### src/rtl/lsu_apb_master.sv
// Load/store stage behind the 8-bit ALU. LW/SW become one APB3 transfer
// addressed by the ALU result; every other opcode forwards the ALU result
// unchanged, so all results leave through the single rsp_* port.
//
// Handshake: a request is taken on the rising edge where req_valid and
// req_ready are both 1. req_ready is 1 only in IDLE, and the upstream stage
// must hold req_valid and its payload until that edge. rsp_valid is a
// one-cycle pulse with no backpressure; rsp_data/rsp_err hold until the next
// response.
module lsu_apb_master #(
   parameter int ADDR_W  = 8,
   parameter int DATA_W  = 8,
   parameter int TIMEOUT = 15
) (
   input  logic              pclk,
   input  logic              presetn,
   input  logic              req_valid,
   output logic              req_ready,
   input  logic [2:0]        req_op,
   input  logic [ADDR_W-1:0] req_addr,
   input  logic [DATA_W-1:0] req_wdata,
   output logic              rsp_valid,
   output logic [DATA_W-1:0] rsp_data,
   output logic              rsp_err,
   output logic [ADDR_W-1:0] paddr,
   output logic              psel,
   output logic              penable,
   output logic              pwrite,
   output logic [DATA_W-1:0] pwdata,
   input  logic [DATA_W-1:0] prdata,
   input  logic              pready,
   input  logic              pslverr,
   output logic [1:0]        dbg_state_o
);

   localparam logic [2:0] OP_LW = 3'b101;
   localparam logic [2:0] OP_SW = 3'b110;

   // Counter must be able to hold TIMEOUT itself.
   localparam int CNT_W   = (TIMEOUT < 2) ? 1 : $clog2(TIMEOUT + 1);
   // Value the counter holds during the last allowed ACCESS cycle.
   localparam int TO_LAST = (TIMEOUT == 0) ? 0 : TIMEOUT - 1;

   typedef enum logic [1:0] {
      IDLE   = 2'd0,
      SETUP  = 2'd1,
      ACCESS = 2'd2,
      RESP   = 2'd3
   } state_t;

   state_t            state_q, state_d;
   logic [2:0]        op_q, op_d;
   logic [ADDR_W-1:0] paddr_q, paddr_d;
   logic              pwrite_q, pwrite_d;
   logic [DATA_W-1:0] pwdata_q, pwdata_d;
   logic [DATA_W-1:0] rsp_data_q, rsp_data_d;
   logic              rsp_err_q, rsp_err_d;
   logic [CNT_W-1:0]  cnt_q, cnt_d;

   logic              req_is_mem;

   assign req_is_mem = (req_op == OP_LW) || (req_op == OP_SW);

   // Handshake and APB phase strobes decode straight from the state, so an
   // asynchronous reset removes them in the same cycle.
   assign req_ready   = (state_q == IDLE);
   assign psel        = (state_q == SETUP) || (state_q == ACCESS);
   assign penable     = (state_q == ACCESS);
   assign rsp_valid   = (state_q == RESP);
   assign paddr       = paddr_q;
   assign pwrite      = pwrite_q;
   assign pwdata      = pwdata_q;
   assign rsp_data    = rsp_data_q;
   assign rsp_err     = rsp_err_q;
   assign dbg_state_o = state_q;

   // Next-state logic: request capture, APB sequencing, timeout and response.
   always_comb begin
      state_d    = state_q;
      op_d       = op_q;
      paddr_d    = paddr_q;
      pwrite_d   = pwrite_q;
      pwdata_d   = pwdata_q;
      rsp_data_d = rsp_data_q;
      rsp_err_d  = rsp_err_q;
      cnt_d      = cnt_q;

      unique case (state_q)
         IDLE: begin
            if (req_valid) begin
               op_d = req_op;
               if (req_is_mem) begin
                  state_d  = SETUP;
                  paddr_d  = req_addr;
                  pwrite_d = (req_op == OP_SW);
                  pwdata_d = (req_op == OP_SW) ? req_wdata : '0;
                  cnt_d    = '0;
               end else begin
                  // ALU result forwarded as-is; BEQ's flag is not handled here.
                  state_d    = RESP;
                  rsp_data_d = DATA_W'(req_addr);
                  rsp_err_d  = 1'b0;
               end
            end
         end
         SETUP: begin
            state_d = ACCESS;
         end
         ACCESS: begin
            if (pready) begin
               // Completion wins even in the cycle the timeout would fire.
               state_d    = RESP;
               rsp_data_d = (op_q == OP_LW) ? prdata : '0;
               rsp_err_d  = pslverr;
            end else begin
               cnt_d = cnt_q + CNT_W'(1);
               if ((TIMEOUT != 0) && (cnt_q == CNT_W'(TO_LAST))) begin
                  state_d    = RESP;
                  rsp_data_d = '0;
                  rsp_err_d  = 1'b1;
               end
            end
         end
         RESP: begin
            state_d = IDLE;
         end
         default: begin
            state_d = IDLE;
         end
      endcase
   end

   // State register; reset drops any in-flight request without a response.
   always_ff @(posedge pclk or negedge presetn) begin
      if (!presetn) begin
         state_q    <= IDLE;
         op_q       <= '0;
         paddr_q    <= '0;
         pwrite_q   <= 1'b0;
         pwdata_q   <= '0;
         rsp_data_q <= '0;
         rsp_err_q  <= 1'b0;
         cnt_q      <= '0;
      end else begin
         state_q    <= state_d;
         op_q       <= op_d;
         paddr_q    <= paddr_d;
         pwrite_q   <= pwrite_d;
         pwdata_q   <= pwdata_d;
         rsp_data_q <= rsp_data_d;
         rsp_err_q  <= rsp_err_d;
         cnt_q      <= cnt_d;
      end
   end

endmodule

### config.mk
export PLATFORM = sky130hd
export DESIGN_NAME = lsu_apb_master
export DESIGN_NICKNAME = d
export VERILOG_FILES = /design/src/rtl/lsu_apb_master.sv
export SDC_FILE = /design/constraint.sdc
export NUM_CORES = 1
export LEC_CHECK = 0
export ABC_AREA = 1
export BUFFER_PORTS_ARGS = -buffer_cell sky130_fd_sc_hd__buf_2
export CORE_ASPECT_RATIO = 0.6
export CORE_MARGIN = 1
export CORE_UTILIZATION = 45
export CTS_CLUSTER_SIZE = 30
export DETAILED_ROUTE_END_ITERATION = 16
export PLACE_DENSITY = 0.71
export SYNTH_ARGS = -nofsm -noshare
export SYNTH_HDL_FRONTEND = slang
export SYNTH_SLANG_ARGS = --single-unit
### constraint.sdc
create_clock -name pclk -period 2.1 [get_ports pclk]
set_clock_uncertainty 0.05 [all_clocks]
set_input_delay 0.105 -clock pclk [delete_from_list [all_inputs] [get_ports pclk]]
set_output_delay 0.105 -clock pclk [all_outputs]
set_load 0.03 [all_outputs]
==> metrics.yaml <==
outcome: "complete, no violations"
clk_latency_ns: 0.29
crit_fanout: 13
synth_edf_count: 0
hold_viol_final: 0
dp_cells: 338
grt_max_degree: 36
power.switching_w: 0.00181
drc: 0
fp.coreArea_um2: 3740
drv_cap: 0
power_frac_clock_pct: 16.5
top_usage_layer: "met1"
use_met1_pct: 33.9
synth_nets: 268
antenna-diode-count: 0
worstSetupPathType: "reg -> reg"
wl_per_cell_um: 12.3
avgViaCountPerCell: 4.75
drt-total-wl_mm: 4.47
numClockSinks: 35
synth_seq_cells: 35
antenna_left: 0
fmaxAchievable_ghz: 0.523
worstMarginPinSlew_ns: 0.765
firstDrtPassIters: 4
synth_cell_types: 22
worstPathArrival_ns: 2.05
synth_warnings: 0
p_int_w: 0.00189
async_flop_share_pct: 100
gp_congestion: 0.813
endpoint_kind: "flip-flop"
final_cells: 362
whs_path_depth: 3
synthCells: 230
startpoint_type: "flip-flop"
htree_levels: 2
track_usage_pct: 23.1
synth_flop_cell: "dfrtp_1"
finalSetupTns_ns: 0
vdd_drop_max_mv: 1.21
seq_area_frac_synth_pct: 49.0
die_x_um: 83.3
p_per_area_nw_per_um2: 1530
reg2reg_from: "dbg_state_o[1]"
syn2layout_area_growth_pct: 35.3
whs_endpoint: "paddr[6]"
num_io_pins: 64
drt_iter0_drc: 125
grt_pass1_wl_mm: 7.49
r2r_cells: 8
finalCriticalPeriod_ns: 1.91
final_cell_mix: "nand2_1 (115), buf_2 (63), dfrtp_1 (35), inv_1 (19), nand3_1 (17)"
combPwrFrac_pct: 53.0
reg2reg_slack_ns: 0.19
root_buffer: "clkbuf_8"
dp_hpwl_mm: 3.16
leakage_nw: 1.45
die_y_um: 50.8
num_rows: 17
via_count: 1721
fin_nets: 352
rsz0062_at_grt: "false"
drive_gt1_share_pct: 27.0
max-slew-margin-rel_pct: 49.0
dieArea_um2: 4230
synth.avg_cell_area_um2: 7.77
use_met2_pct: 33.3
final_common_cell: "nand2_1"
antenna_found_initial: 0
grt_pass1_vias: 1614
path_clk_slew_ns: 0.08
seqPwrFrac_pct: 30.5
cp.required_ns: 2.23
maxSlewViolCount: 0
r2r-end: "pwdata[3]"
cts_tree: "built"
period_share_pct: 91.0
use_met3_pct: 6.14
cp-startpoint: "dbg_state_o[1]"
start_util_pct: 47.7
overflow: 0
clock_path_buffers: 2
cts_buffers: 5
p_total_w: 0.00370
p_sw_share_pct: 49.0
hold_class: "in -> reg"
netlist_area_um2: 1790
hold_path_startpoint: "req_addr[6]"
setup_viol_count_final: 0
portBuffers: 63
[worst max-delay path, stage by stage (launching register included)]
cell and delay (ns):
dfrtp_1 0.42, inv_1 0.13, ha_1 0.30, nand2_2 0.14, inv_1 0.10, nand2_1 0.27, buf_4 0.28, nand2_1 0.06
nand2_1 0.05
[per-layer routing]
layer | vias to the layer above | part of all wire (%) | wire [um]
li1 | 877 | - | -
met2 | 81 | 40 | 1770
met1 | 760 | 52 | 2310
met5 | - | 0 | 0
met3 | 3 | 8.1 | 363
met4 | 0 | 0.51 | 23
[worst max path at each step]
stage | end | slack, ns | cells past startpoint
floorplan | rsp_data[0] | 0.19 | 7
CTS | pwdata[3] | 0.19 | 8
detailed placement | pwdata[3] | 0.20 | 8
global route | pwdata[0] | 0.02 | 8
global placement | pwdata[7] | 0.22 | 8
finish | pwdata[3] | 0.19 | 8
[power by group through the flow]
stage / Sequential, W / Combinational (W) / Clock (W)
after floorplan: 0.00160 / 0.000953 / 0
after detailed placement: 0.00114 / 0.00193 / 0
final: 0.00113 / 0.00196 / 0.000610
after global routing: 0.00116 / 0.00214 / 0.000652
after CTS: 0.00113 / 0.00196 / 0.000620
after global placement: 0.00113 / 0.00191 / 0
[state kept, by name, summed over array words and instances, names as in the netlist]
| name | count |
|---|---|
| rsp_data | 8 |
| pwrite | 1 |
| rsp_err | 1 |
| dbg_state_o | 2 |
| op_q | 3 |
| paddr | 8 |
| pwdata | 8 |
| cnt_q | 4 |
[synthesized netlist by cell type (2+ instances only)]
library cell | number | area, um^2
nand3_1 | 17 | 85.1
nor2_4 | 2 | 22.5
dfrtp_1 | 35 | 876
ha_1 | 6 | 75.1
nand2_1 | 115 | 432
inv_1 | 19 | 71.3
nand2_2 | 3 | 18.8
nor2_1 | 12 | 45.0
o21ai_0 | 5 | 25.0
o21ai_2 | 2 | 17.5
nand4_1 | 3 | 18.8
[cells by family (layout without fill, tap and decap cells)]
family,after synthesis,after routing,share of synthesized area (%)
AND/OR/NAND/NOR,155,155,36.8
flip-flops,35,35,49.0
buffers and inverters,24,109,5.88
AO/OA/AOI/OAI,9,9,3.57
adder cells (fa/ha/maj),6,6,4.20
XOR/XNOR,1,1,0.490
[what timing repair did]
item,4_1_cts,5_1_grt
endpoints found under the hold margin,50,0
setup endpoints to repair,0,0
setup buffers,0,0
resized for setup,0,0
hold buffers,16,0
[metrics by stage]
stage               instance area (um^2)  hold WS, ns  worst slack, ns  utilization (%)
detailed placement                  2140        0.184            0.202             57.3
global route                        2420       0.0217           0.0161             64.6
floorplan                           1790       -0.241            0.188                -
CTS                                 2420      0.00696            0.188             64.6
finish                              2420      0.00619            0.189             64.6
global placement                    2140        0.173            0.217             57.3
[area by class of cell]
cell class | count | area [um^2]
fill | 324 | 1330
sequential | 35 | 876
multi-input combinational | 171 | 806
timing repair buffer | 80 | 483
inverter | 21 | 81.3
clock buffer | 5 | 68.8
tap | 47 | 58.8
clock inverter | 3 | 43.8
(Power assumes the default switching activity.)
